### src/rtl/teclado_senha.sv
// 4x4 matrix keypad scanner with debounce and password accumulator for the lock controller.
// Optional `TECLADO_ECO_EN adds eco_bcd, a masked entry-progress echo for the display.
module teclado_senha #(
  parameter int SCAN_TICKS = 1000,
  parameter int DEBOUNCE   = 50000,
  parameter int TIMEOUT    = 250000000,
  parameter int NDIG       = 12,
  parameter int MIN_DIG    = 4
) (
  input  logic              clk,
  input  logic              rst,
  input  logic              teclado_en,
  input  logic [3:0]        col,
  output logic [3:0]        lin,
  output logic [NDIG*4-1:0] digitos_value,
  output logic              digitos_valid
`ifdef TECLADO_ECO_EN
  ,
  output logic [23:0]       eco_bcd
`endif
);

  localparam int SC_W  = $clog2(SCAN_TICKS > 2 ? SCAN_TICKS : 2);
  localparam int DB_W  = $clog2(DEBOUNCE > 2 ? DEBOUNCE : 2);
  localparam int TO_W  = $clog2(TIMEOUT > 2 ? TIMEOUT : 2);
  localparam int CNT_W = $clog2(NDIG + 1);
  // col reaches col_s two cycles after a row change; earlier samples belong to the old row
  localparam int SETTLE = (SCAN_TICKS > 2) ? 2 : 0;

  localparam logic [SC_W-1:0]   SC_MAX  = SC_W'(SCAN_TICKS - 1);
  localparam logic [DB_W-1:0]   DB_MAX  = DB_W'(DEBOUNCE - 1);
  localparam logic [TO_W-1:0]   TO_MAX  = TO_W'(TIMEOUT - 1);
  localparam logic [SC_W-1:0]   SC_SET  = SC_W'(SETTLE);
  localparam logic [CNT_W-1:0]  CNT_MAX = CNT_W'(NDIG);
  localparam logic [CNT_W-1:0]  CNT_MIN = CNT_W'(MIN_DIG);
  localparam logic [NDIG*4-1:0] ALL_F   = {NDIG{4'hF}};
  localparam logic [NDIG*4-1:0] ALL_E   = {NDIG{4'hE}};

  typedef enum logic [2:0] {IDLE, SCAN, DEB_PRESS, HOLD, DEB_RELEASE} state_t;

  state_t            state, state_n;
  logic [1:0]        row, row_n, kcol, kcol_n;
  logic [SC_W-1:0]   scan_cnt, scan_cnt_n;
  logic [DB_W-1:0]   deb_cnt, deb_cnt_n;
  logic [3:0]        col_m, col_s;
  logic [1:0]        low_idx;
  logic              key_fire;
  logic [3:0]        code;
  logic [NDIG*4-1:0] pkg;
  logic [CNT_W-1:0]  cnt;
  logic [TO_W-1:0]   to_cnt;
  logic              digit_ok, is_star, is_hash, tmo_fire;

  function automatic logic [3:0] key_code(input logic [1:0] r, input logic [1:0] c);
    logic [3:0] k;
    k = 4'h0;
    case ({r, c})
      4'h0: k = 4'h1;  4'h1: k = 4'h2;  4'h2: k = 4'h3;  4'h3: k = 4'hA;
      4'h4: k = 4'h4;  4'h5: k = 4'h5;  4'h6: k = 4'h6;  4'h7: k = 4'hB;
      4'h8: k = 4'h7;  4'h9: k = 4'h8;  4'hA: k = 4'h9;  4'hB: k = 4'hC;
      4'hC: k = 4'hE;  4'hD: k = 4'h0;  4'hE: k = 4'hF;  4'hF: k = 4'hD;
      default: k = 4'h0;
    endcase
    return k;
  endfunction

  always_ff @(posedge clk or posedge rst) begin
    if (rst) begin
      col_m <= 4'hF;
      col_s <= 4'hF;
    end else begin
      col_m <= col;
      col_s <= col_m;
    end
  end

  always_comb begin
    if (!col_s[0])      low_idx = 2'd0;
    else if (!col_s[1]) low_idx = 2'd1;
    else if (!col_s[2]) low_idx = 2'd2;
    else                low_idx = 2'd3;
  end

  always_ff @(posedge clk or posedge rst) begin
    if (rst) begin
      state    <= IDLE;
      row      <= 2'd0;
      kcol     <= 2'd0;
      scan_cnt <= '0;
      deb_cnt  <= '0;
    end else begin
      state    <= state_n;
      row      <= row_n;
      kcol     <= kcol_n;
      scan_cnt <= scan_cnt_n;
      deb_cnt  <= deb_cnt_n;
    end
  end

  always_comb begin
    state_n    = state;
    row_n      = row;
    kcol_n     = kcol;
    scan_cnt_n = scan_cnt;
    deb_cnt_n  = deb_cnt;
    key_fire   = 1'b0;
    if (!teclado_en) begin
      state_n    = IDLE;
      row_n      = 2'd0;
      scan_cnt_n = '0;
      deb_cnt_n  = '0;
    end else begin
      case (state)
        IDLE: begin
          state_n    = SCAN;
          row_n      = 2'd0;
          scan_cnt_n = '0;
        end
        SCAN: begin
          if (scan_cnt >= SC_SET && col_s != 4'hF) begin
            state_n   = DEB_PRESS;
            kcol_n    = low_idx;
            deb_cnt_n = '0;
          end else if (scan_cnt == SC_MAX) begin
            scan_cnt_n = '0;
            row_n      = row + 2'd1;
          end else begin
            scan_cnt_n = scan_cnt + 1'b1;
          end
        end
        DEB_PRESS: begin
          if (col_s[kcol]) begin
            state_n    = SCAN;
            scan_cnt_n = '0;
          end else if (deb_cnt == DB_MAX) begin
            key_fire = 1'b1;
            state_n  = HOLD;
          end else begin
            deb_cnt_n = deb_cnt + 1'b1;
          end
        end
        HOLD: begin
          if (&col_s) begin
            state_n   = DEB_RELEASE;
            deb_cnt_n = '0;
          end
        end
        DEB_RELEASE: begin
          if (!(&col_s)) begin
            state_n = HOLD;
          end else if (deb_cnt == DB_MAX) begin
            state_n    = SCAN;
            scan_cnt_n = '0;
          end else begin
            deb_cnt_n = deb_cnt + 1'b1;
          end
        end
        default: state_n = IDLE;
      endcase
    end
  end

  always_comb lin = (state == IDLE) ? 4'hF : ~(4'b0001 << row);

  assign code     = key_code(row, kcol);
  assign digit_ok = key_fire && (code <= 4'd9) && (cnt < CNT_MAX);
  assign is_star  = key_fire && (code == 4'hE);
  assign is_hash  = key_fire && (code == 4'hF) && (cnt != '0);
  // any key event, even an ignored A-D, pre-empts a timeout landing on the same cycle
  assign tmo_fire = !key_fire && (cnt != '0) && (to_cnt == TO_MAX);

  always_ff @(posedge clk or posedge rst) begin
    if (rst) begin
      pkg           <= ALL_F;
      cnt           <= '0;
      to_cnt        <= '0;
      digitos_value <= ALL_F;
      digitos_valid <= 1'b0;
    end else begin
      digitos_valid <= 1'b0;
      if (!teclado_en || is_star) begin
        pkg    <= ALL_F;
        cnt    <= '0;
        to_cnt <= '0;
      end else if (digit_ok) begin
        pkg    <= {pkg[NDIG*4-5:0], code};
        cnt    <= cnt + 1'b1;
        to_cnt <= '0;
      end else if (is_hash || tmo_fire) begin
        digitos_value <= (is_hash && cnt >= CNT_MIN) ? pkg : ALL_E;
        digitos_valid <= 1'b1;
        pkg           <= ALL_F;
        cnt           <= '0;
        to_cnt        <= '0;
      end else if (!key_fire && cnt != '0) begin
        to_cnt <= to_cnt + 1'b1;
      end
    end
  end

`ifdef TECLADO_ECO_EN
  function automatic logic [23:0] eco_of(input logic [CNT_W-1:0] c);
    logic [23:0] e;
    e = 24'hBBBBBB;
    for (int i = 0; i < 6; i++) e[i*4 +: 4] = (i < int'(c)) ? 4'hA : 4'hB;
    return e;
  endfunction

  always_ff @(posedge clk or posedge rst) begin
    if (rst)                                          eco_bcd <= 24'hBBBBBB;
    else if (!teclado_en || is_star || is_hash || tmo_fire) eco_bcd <= 24'hBBBBBB;
    else if (digit_ok)                                eco_bcd <= eco_of(cnt + 1'b1);
  end
`endif

endmodule
### config.mk
export PLATFORM = sky130hd
export DESIGN_NAME = teclado_senha
export DESIGN_NICKNAME = d
export VERILOG_FILES = /design/src/rtl/teclado_senha.sv
export SDC_FILE = /design/constraint.sdc
export NUM_CORES = 1
export LEC_CHECK = 0
export CAP_MARGIN = 15
export CORE_MARGIN = 5
export CORE_UTILIZATION = 60
export DETAILED_ROUTE_END_ITERATION = 6
export GPL_ROUTABILITY_DRIVEN = 0
export PLACE_DENSITY = 0.9
export SYNTH_ARGS = -nofsm -noshare
export SYNTH_HDL_FRONTEND = slang
export SYNTH_SLANG_ARGS = --single-unit
### constraint.sdc
create_clock -name clk -period 9.55 [get_ports clk]
set_input_delay 1.91 -clock clk [delete_from_list [all_inputs] [get_ports clk]]
set_output_delay 1.91 -clock clk [all_outputs]
set_load 0.05 [all_outputs]
==> run summary, run 1 <==
The layout filler cell count is 779. The number of unique standard cell types used by synthesis came out at 65. The number of register bits inferred by synthesis is 170. The relative max-transition margin came out at 19.9%.

The path type of the worst setup path is input port to register. The part of the Yosys area used for sequential elements is 55.6%. The count of clock tree sinks came out at 170. The largest net degree at the start of global routing came out at 124.

Summed over all instances, the cell type with the most area after synthesis is dfstp_2. The detail-routed net length per standard cell is 18.8 um. The startpoint type of the worst setup path is an input port. The worst setup skew after layout is 10.2 ps.

The part of the cycle the worst path needs is 44.7%. The sequential cell area in the final layout is 0.00438 sq mm. The number of nets in the finished design is 754.

The number of global-route vias before repair came out at 5,863. The clock latency on the worst-skew pair is 430 ps. The area occupied by multi-input gates came out at 0.00320 sq mm. By area the synthesized netlist is led by dfstp_2, dfrtp_1, o22a_1, nor2_1, xor2_1. The total power is 1760 uW. Hold timing on the final database bottoms out at a slack of 356 ps. The layout cell share with drive strength beyond 1 came out at 22.0%. The detailed router finished its first iteration with 536 violations. Setup repair after global routing left no endpoint under its margin. For this run, the leading register cell type out of synthesis is dfstp_2. The detailed-route via count came out at 5,839. The clock transition at the register clock pins on the worst setup and hold paths after CTS is 70 ps.

The number of antenna violations at the first check in global routing is 0. During placement, the flow inserted port buffers numbering 59. The number of hold-slack violations in the final timing report is 0. The accumulated negative setup slack is 0 ps.

The full die area came out at 0.0155 sq mm. At the pin with the least slew margin, the transition time is 1200 ps. The count of placed standard cells in the final layout, fillers left out is 917. The number of warning messages in the yosys log is 0.

The starting density of the core is 61.8%. STA classifies the critical path endpoint as a register. The remaining antenna violation count after routing is 0. The fraction of registers with async set or reset after synthesis came out at 100%. The static power due to leakage is 0.00357 uW.

The final antenna diode count came out at 0. Post-CTS timing repair inserted 0 buffers for setup. The count of H-tree levels built during CTS is 4.

The number of resized instances in the post-cts repair step is 0. The path category of the worst min-delay check is register to register. The estimated wirelength of the detail-placed design came out at 11.3 mm. The flow ran to the end, and the final reports show no timing, DRC or antenna violations.

The number of core rows came out at 41. When the netlist entered floorplanning its net count stood at 709. The wire length reported by the detailed router is 17.3 mm. The worst endpoint required time is 9900 ps. The peak fanout along the critical path is 80. The detailed-route DRC error count came out at 0. The area growth from synthesis to layout is 15.7%. The number of buffers created by CTS is 17. Including well taps, the total number of placed cells is 884. The post-synth design cell area is 0.00789 sq mm.

The area of the placeable core is 0.0128 sq mm. Setup violations remaining at the end of the flow were counted as 0. The count of pins over their slew limit came out at 0. The post-synthesis cell count is 687.

The placed cell area came out at 0.00851 sq mm. The detail-routed via count per cell came out at 6.37. The cell area after layout came out at 0.00913 sq mm.

The hold buffer count at cts came out at 0. Across the run, the number of max-cap violations was 0. The number of enable flip-flop cells after synthesis came out at 0. The peak supply drop came out at 0.0000992 V. The highest attainable clock frequency is 234 MHz. The width of the chip came out at 125 um. The maximum count of clock buffers along a single path came out at 2. The pre-antenna-repair detailed-routing pass consisted of 5 iterations.

For the finished layout, the period the worst path requires is 4270 ps. The vertical die dimension came out at 125 um. The worst path arrival time is 4620 ps. The root buffer cell chosen for the clock tree is clkbuf_16. The first global-routing pass estimated 29.0 mm of wire.

Power spread over the standard cell area amounts to 193 mW/mm^2. The global-route total usage across every layer is 22.6%. The proportion of netlist area held by the largest area contributor came out at 34.6%. During I/O placement, the number of pins put on the boundary was 60.

A synthesized cell averages 11.5 sq um. The overflow left after global routing is 0. The TritonCTS clock tree is done.
==> flip-flops by register name, summed over array words and instances (netlist names) <==
register / count
cnt: 4
digitos_valid: 1
col_s: 4
kcol: 2
digitos_value: 48
pkg: 48
col_m: 4
scan_cnt: 10
to_cnt: 28
state: 3
row: 2
deb_cnt: 16
==> final timing paths <==
check | slack, ps | start | to | depth (start not counted)
min | 360 | col_m[0] | col_s[0] | 0
min reg2reg | 360 | col_m[0] | col_s[0] | 0
max reg2reg | 6290 | kcol[0] | pkg[2] | 8
max | 5280 | teclado_en | pkg[2] | 8
min in group asynchronous | 1800 | rst | scan_cnt[7] | 2
max in group asynchronous | 6440 | rst | pkg[25] | 4
==> cells in the mapped netlist (10+ instances only) <==
library cell and instances:
o22a_1 81, a22o_1 12, inv_1 17, and3_1 14, o21ai_0 24, xnor2_1 10, nand4_1 23, dfrtp_1 66
nand2_1 42, dfstp_2 104, mux2i_1 10, xor2_1 24, nand3_1 19, nor2_1 57, clkbuf_1 18, nor3_1 13
ha_1 15, buf_2 12
==> metrics by stage <==
step	setup slack (ps)	utilization, %
detailed placement	4870	66.6
global route	5100	71.4
finish	5280	71.4
CTS	5320	71.2
global placement	5130	66.6
floorplan	3210	-
==> cells by family (layout without fill, tap and decap cells) <==
| group | Yosys count | in the layout | share of synthesized area [%] |
|---|---|---|---|
| mux | 12 | 12 | 1.84 |
| flops | 170 | 170 | 55.6 |
| simple gates | 231 | 231 | 16.1 |
| compound gates | 167 | 167 | 16.4 |
| buf+inv | 58 | 116 | 3.85 |
| xor+xnor | 34 | 34 | 3.77 |
| fa+ha+maj | 15 | 15 | 2.38 |
==> cell usage in the layout (no fill, tap or decap), types with 8 or more instances in the layout <==
master           instances
a21oi_1                  9
a22o_1                  12
and2_1                   8
and3_1                  14
clkbuf_16               17
clkdlybuf4s50_1         59
dfrtp_1                 66
dfstp_2                104
ha_1                    15
inv_1                   16
inv_6                    8
mux2i_1                 10
nand2_1                 42
nand3_1                 19
nand4_1                 23
nor2_1                  57
nor3_1                  13
o21ai_0                 24
o22a_1                  81
o31ai_1                  9
or3_1                    9
xnor2_1                 10
xor2_1                  24
==> report_power, final <==
group	internal [uW]	switching, uW	leakage (uW)
sequential	751	38.0	0.00201
clock	378	306	0.000295
combinational	96.0	191	0.00127
==> layer usage <==
layer	up-vias	GRT usage (%)	share of wire, %
met1	2963	27.7	41
met2	207	38.9	52
met5	-	0	0
li1	2623	-	-
met4	0	9.16	2.6
met3	46	5.02	5.1
==> worst max-delay path, cell delays in order <==
cell and delay (ps):
clkdlybuf4s50_1 650, nand4b_1 250, nor4_2 60, a2111oi_0 520, a41o_1 200, a211o_2 110
buf_4 620, a2bb2oi_1 250
==> layout make-up <==
class	instances	area share [%]
Clock buffer	18	4.81
Clock inverter	14	1.60
Inverter	17	0.754
Multi-Input combinational cell	459	35.1
Sequential cell	170	48.0
Tap cell	172	2.36
Timing Repair Buffer	67	7.35
No activity file was read; power rests on OpenSTA's default activity.
==> run 2, diff against run 1 <==
CORE_UTILIZATION = 53   (was 60)
PLACE_DENSITY = 0.84   (was 0.9)
clock period = 3.9 ns   (was 9.55 ns; I/O delays follow)
==> run summary, run 2 (synthesis gave the netlist of run 1 again) <==
The run finished with clean final reports. The count of input and output buffers is 59 (unchanged). The clock transition at the register clock pins on the worst setup and hold paths after CTS is 70 ps (about the same). The final antenna diode count is 0 (unchanged).

The maximum single-stage delay on the critical path came out at 810 ps (+160 ps). The area of the placeable core was 0.0146 sq mm (+14%). The design internal power is 3070 uW (+150%). The setup fix buffers added after clock tree synthesis is 0 (unchanged).

The number of global-route vias before repair is 5,905 (+0.72%). After layout, the worst path uses 79.5% of the clock period. The post-route worst hold slack came out at 353 ps (-2.54 ps).

The library cell used most frequently in the layout, excluding fill and tap cells, is dfstp_2. Traced cell by cell, the critical path runs through or3_1 > nand2_1 > clkdlybuf4s50_1. The path type of the worst setup path is register to output pin. The overflow left after global routing came out at 0 (unchanged). The slew at the pin closest to its max-slew limit is 1170 ps (-22.9 ps). The global-route total usage across every layer came out at 20.5% (-2.2 points). The placement-stage worst setup slack was 751 ps (-4120 ps).

The number of hold-slack violations in the final timing report is 0 (unchanged). The first-pass GRT wire length came out at 29.6 mm (+2.2%). The number of violations of the max-capacitance limit is 0 (unchanged). The peak supply drop came out at 0.000336 V (+240%). The number of resized instances in the post-cts repair step is 0 (unchanged). The accumulated negative setup slack came out at 0 ps (unchanged). The relative contribution of combinational cells to total power came out at 16.0% (-0.3 points). TritonCTS built the clock tree.

On the critical path, the stage with the largest delay is an instance of clkdlybuf4s50_1. The wire length reported by the detailed router was 17.2 mm (-0.30%). The worst setup slack after layout came out at 801 ps (-4480 ps). The cell area after layout came out at 0.00922 sq mm (+1.1%). The number of buffers and inverters on the critical path is 1 (-1). Setup repair after global routing left no endpoint under its margin. CTS placed an instance of clkbuf_16 at the clock tree root.

The static power due to leakage came out at 0.00360 uW (+0.79%). The layout filler cell count came to 1,027 (+32%). The worst endpoint required time came out at 3120 ps (-6780 ps).

The net load switching power is 1290 uW (+140%). The placed cell area came out at 0.00859 sq mm (+0.87%). The length of the first detailed-routing pass in iterations is 5 (unchanged). The relative max-transition margin is 21.4% (+1.5 points).

The number of antenna violations at the first check in global routing came out at 0 (unchanged). The layout cell share with drive strength beyond 1 is 22.3% (+0.31 points). The worst setup path is captured at an output pin. The top-level port count is 60 (unchanged). The count of H-tree levels built during CTS was 4 (unchanged). The detail-routed via count per cell is 6.18 (-2.9%). The hold buffer count at cts is 0 (unchanged). The utilization after layout was 63.2% (-8.2 points). The count of clock tree sinks is 170 (unchanged). Relative to the synthesized area, the layout overhead comes to 16.9%. The detail-routed net length per standard cell is 18.5 um (-1.9%). The share of power burned in the clock network came out at 39.6% (+0.7 points). The final count of negative-setup-slack endpoints came out at 0 (unchanged). The remaining antenna violation count after routing was 0 (unchanged). The vertical die dimension is 132 um (+5.9%).

The maximum count of clock buffers along a single path came out at 2 (unchanged). The number of core rows came out at 44 (+7.3%). The number of buffers created by CTS came out at 17 (unchanged). The total power density per cell area came out at 472 mW/mm^2 (+140%). In the final layout, the registers with the most flip-flops are digitos_value (48), pkg (48), to_cnt (28). The sequential fraction of design power is 44.4% (-0.4 points).

The number of nets in the finished design is 758 (+0.53%). The startpoint type of the worst setup path is a register. The largest net degree at the start of global routing came to 56 (-55%). The switching share of power came out at 29.5% (-0.91 points). The clock period minus worst slack is 3100 ps. The width of the chip is 132 um (+5.9%).

The worst path arrival time is 2320 ps (-2300 ps). The peak fanout along the critical path was 10 (-88%). The clock latency on the worst-skew pair was 430 ps (about the same). The count of pins over their slew limit is 0 (unchanged). The full die area is 0.0174 sq mm (+12%). The worst hold path belongs to the class register to register. The detailed-route DRC error count came out at 0 (unchanged). In this design, the largest share of critical-path delay is due to buffers and inverters.

The estimated wirelength of the detail-placed design came out at 11.4 mm (+1.1%). The number of design-rule violations left by the first detailed-router iteration came out at 450 (-16%). The worst setup skew after layout is 7.35 ps (-2.86 ps). The starting density of the core is 54.1% (-7.7 points). Timing would allow up to 323 MHz. The top cell types in the final layout, fill and taps aside, are dfstp_2, o22a_1, dfrtp_1.

The detailed-route via count is 5,764 (-1.3%).
-- run 2: cell count changes in the layout (fill, tap and decap cells not counted), sizes merged --
cell,change
inv,-5
clkinvlp,+3
clkbuf,+1
buf,+4
clkinv,-1
bufinv,+1
-- run 2: layout make-up --
class                      instances  area (sq um)  area share, %
sequential                       170          4380           47.5
timing repair buffer              71           736           7.98
multi-input combinational        459          3200           34.7
tap                              184           230           2.50
clock inverter                    12           150           1.63
clock buffer                      19           453           4.91
inverter                          17          67.6          0.733
-- run 2: worst paths after layout --
path | startpoint | endpoint | slack, ps | depth (start not counted)
min in group asynchronous | rst | pkg[45] | 1260 | 2
worst min register to register | col_m[3] | col_s[3] | 350 | 0
worst max register to register | kcol[0] | pkg[2] | 820 | 8
worst min-delay path | col_m[3] | col_s[3] | 350 | 0
worst max-delay path | state[0] | lin[1] | 800 | 3
max in group asynchronous | rst | pkg[31] | 2190 | 3
-- run 2: worst reg2reg max path: stages, from the launching register on --
cell and delay, ps:
dfrtp_1 500, inv_1 110, ha_1 230, mux4_2 490
nor3_1 400, a41o_1 270, a211o_2 470, buf_4 340
a2bb2oi_1 180
-- run 2: power groups by stage --
| stage | Combinational (uW) | Clock [uW] | Sequential [uW] |
|---|---|---|---|
| 4_1_cts | 697 | 1750 | 1930 |
| 5_1_grt | 765 | 1830 | 1940 |
| 3_3_place_gp | 652 | 0 | 1950 |
| 3_5_place_dp | 687 | 0 | 1960 |
| 6_report | 698 | 1720 | 1940 |
| 2_1_floorplan | 495 | 0 | 1970 |
-- run 2: metal layers --
| metal | global-route usage [%] | wire length, um | up-vias | share of wire (%) |
|---|---|---|---|---|
| met1 | 25.2 | 6980 | 2897 | 41 |
| met2 | 35.3 | 8890 | 199 | 52 |
| li1 | - | - | 2627 | - |
| met4 | 7.94 | 450 | 0 | 2.6 |
| met5 | 0 | 0 | - | 0 |
| met3 | 4.31 | 884 | 41 | 5.1 |
-- run 2: through the flow --
| step | std cells | total power (uW) |
|---|---|---|
| 2_1_floorplan | 687 | 2470 |
| 3_3_place_gp | 899 | 2600 |
| 3_5_place_dp | 899 | 2640 |
| 4_1_cts | 930 | 4380 |
| 5_1_grt | 932 | 4540 |
| 6_report | 932 | 4360 |
==> run 3, diff against run 2 <==
clock period = 2.65 ns   (was 3.9 ns; I/O delays follow)
==> run summary, run 3 (synthesis gave the netlist of run 1 again) <==
The TritonCTS clock tree is done. The worst setup skew after layout came to 8.64 ps (+1.29 ps). The vertical die dimension is 132 um (unchanged). The peak supply drop is 0.000523 V (+56%). The last element of the critical path is pkg[37]. The number of global-route vias before repair came out at 5,901 (-0.068%).

The count of pins over their slew limit came out at 0 (unchanged). The peak fanout along the critical path was 55 (+45). The number of hold-slack violations in the final timing report came out at 0 (unchanged). The clock transition at the register clock pins on the worst setup and hold paths after CTS is 70 ps (about the same). The width of the chip is 132 um (unchanged). The detailed-route via count came to 5,911 (+2.6%).

The accumulated negative setup slack is 0 ps (unchanged). The highest attainable clock frequency came out at 387 MHz. The top-level port count was 60 (unchanged). The starting density of the core came to 54.1% (unchanged).

The count of H-tree levels built during CTS is 4 (unchanged). In this run the critical register-to-register path is launched from deb_cnt[0]. The number of nets in the finished design came out at 781 (+3.0%). In this run the worst hold path is classified as register to register. The detail-routed net length per standard cell came out at 18.7 um (+1.3%). The startpoint type of the worst setup path is a register. The maximum count of clock buffers along a single path came out at 2 (unchanged). The reg-to-reg setup timing slack was 60 ps (-760 ps). The slew at the pin closest to its max-slew limit is 683 ps (-490 ps). The relative max-transition margin is 54.3% (+33 points). The number of buffers created by CTS is 17 (unchanged). The hold buffer count at cts is 0 (unchanged). The number of violations of the max-capacitance limit is 0 (unchanged). The static power due to leakage is 0.00372 uW (+3.4%). The clock latency on the worst-skew pair came out at 430 ps (about the same). The total power came to 6380 uW (+47%). The global-route total usage across every layer came out at 20.2% (-0.24 points).

The estimated wirelength of the detail-placed design is 11.8 mm (+3.5%). The first-pass GRT wire length came out at 29.3 mm (-0.87%). STA classifies the critical path endpoint as a register. The root buffer cell is clkbuf_16. Of the available clock period, the critical path in the final layout requires 97.6%.

The worst endpoint required time is 3010 ps (-110 ps). The run finished with clean final reports. The smallest clock period supported by the final layout is computed as 2590 ps. The wire length reported by the detailed router was 17.9 mm (+3.9%). The library cells used most frequently in the layout, excluding fill and tap cells, are dfstp_2, o22a_1, dfrtp_1. The detailed-route DRC error count came out at 0 (unchanged). The largest net degree at the start of global routing is 68 (+21%). The count of placed standard cells in the final layout, fillers left out came out at 956 (+2.6%). The setup path with the least slack is of type register to register. The final antenna diode count came out at 0 (unchanged). The number of core rows came out at 44 (unchanged). The detail-routed via count per cell came out at 6.18 (about the same). The number of antenna violations at the first check in global routing is 0 (unchanged). The layout filler cell count came out at 989 (-3.7%). The instance count after placement with tap cells included came out at 918 (+2.1%). The overflow left after global routing came out at 0 (unchanged). In the final layout, the registers with the most flip-flops are digitos_value (48), pkg (48), to_cnt (28). The maximum single-stage delay on the critical path came to 390 ps (-420 ps). The count of clock tree sinks is 170 (unchanged).

The remaining antenna violation count after routing came out at 0 (unchanged). On the critical path, the stage with the largest delay is an instance of dfrtp_1. The final count of negative-setup-slack endpoints is 0 (unchanged). The count of input and output buffers is 59 (unchanged).

The reg-to-reg endpoint is pkg[37]. The number of design-rule violations left by the first detailed-router iteration came out at 509 (+13%). The full die area was 0.0174 sq mm (unchanged).

The sequential cell area in the final layout came out at 0.00439 sq mm (about the same). The total power density per cell area is 679 mW/mm^2 (+44%). The length of the first detailed-routing pass in iterations was 6 (+1). The area growth from synthesis to layout is 19.2%. The critical path starts at deb_cnt[0]. The area of the placeable core is 0.0146 sq mm (unchanged). The layout cell share with drive strength beyond 1 is 25.6% (+3.3 points). The worst path arrival time is 2940 ps (+620 ps). Walking the worst path, the cells encountered are ha_2 > nand4b_1 > buf_4 > nor4_4 > a2111oi_1 > a41o_1 > a211o_2 > buf_12 > o22a_1. The worst reg2reg path depth is 9 (+1). The area occupied by multi-input gates is 0.00322 sq mm (+0.59%). Leaving out fill and tap cells, the most frequent cell in the layout is dfstp_2.
-- run 3: through the flow --
| stage | hold WS, ps | util, % | instance area (sq um) | setup slack, ps |
|---|---|---|---|---|
| after floorplan | 345 | - | 7890 | 36.2 |
| after global placement | 346 | 60.0 | 8760 | 91.5 |
| after detailed placement | 347 | 60.0 | 8760 | 7.29 |
| after CTS | 360 | 64.1 | 9360 | 50.5 |
| after global routing | 360 | 64.5 | 9400 | -67.8 |
| final | 357 | 64.5 | 9400 | 64.4 |
-- run 3: how the worst min path moves through the flow --
stage                        start        to  slack (ps)  cells past startpoint
final                     col_m[1]  col_s[1]         360                      0
after global routing      col_m[1]  col_s[1]         360                      0
after CTS                 col_m[2]  col_s[2]         360                      0
after detailed placement  col_m[2]  col_s[2]         350                      0
after global placement    col_m[0]  col_s[0]         350                      0
after floorplan           col_m[0]  col_s[0]         350                      0
-- run 3: layout make-up --
class	instances	area share, %
flip-flops and latches	170	46.6
multi-input cells	459	34.2
repair buffers	94	9.81
clock buffers	21	5.14
well taps	184	2.45
clock inverters	11	0.998
inverters	17	0.718
-- run 3: layer usage --
metal  wire [um]  track usage (%)
met3         933             5.04
met2        9100             34.1
met4         419             7.37
met1        7430             25.3
met5           0                0
-- run 3: timing repair --
item | in CTS | in global routing
buffers inserted | 2 | 4
pin swaps | 0 | 1
endpoints found under the setup margin | 4 | 107
resized for setup | 1 | 7
endpoints found under the hold margin | 0 | 0
-- run 3: power by group --
| group | internal (uW) | total [uW] | switching (uW) |
|---|---|---|---|
| registers | 2710 | 2810 | 105 |
| logic | 411 | 1190 | 774 |
| clock network | 1340 | 2380 | 1050 |
| total | 4460 | 6380 | 1930 |
-- run 3: worst max-delay path: cells and delay by family, from the launching register on --
family / cells / cell delay [ps]
AOI/OAI and AO/OA: 4 / 970
DFF: 1 / 390
and+or+nand+nor: 2 / 460
buffers and inverters: 2 / 410
adders and majority gates: 1 / 240
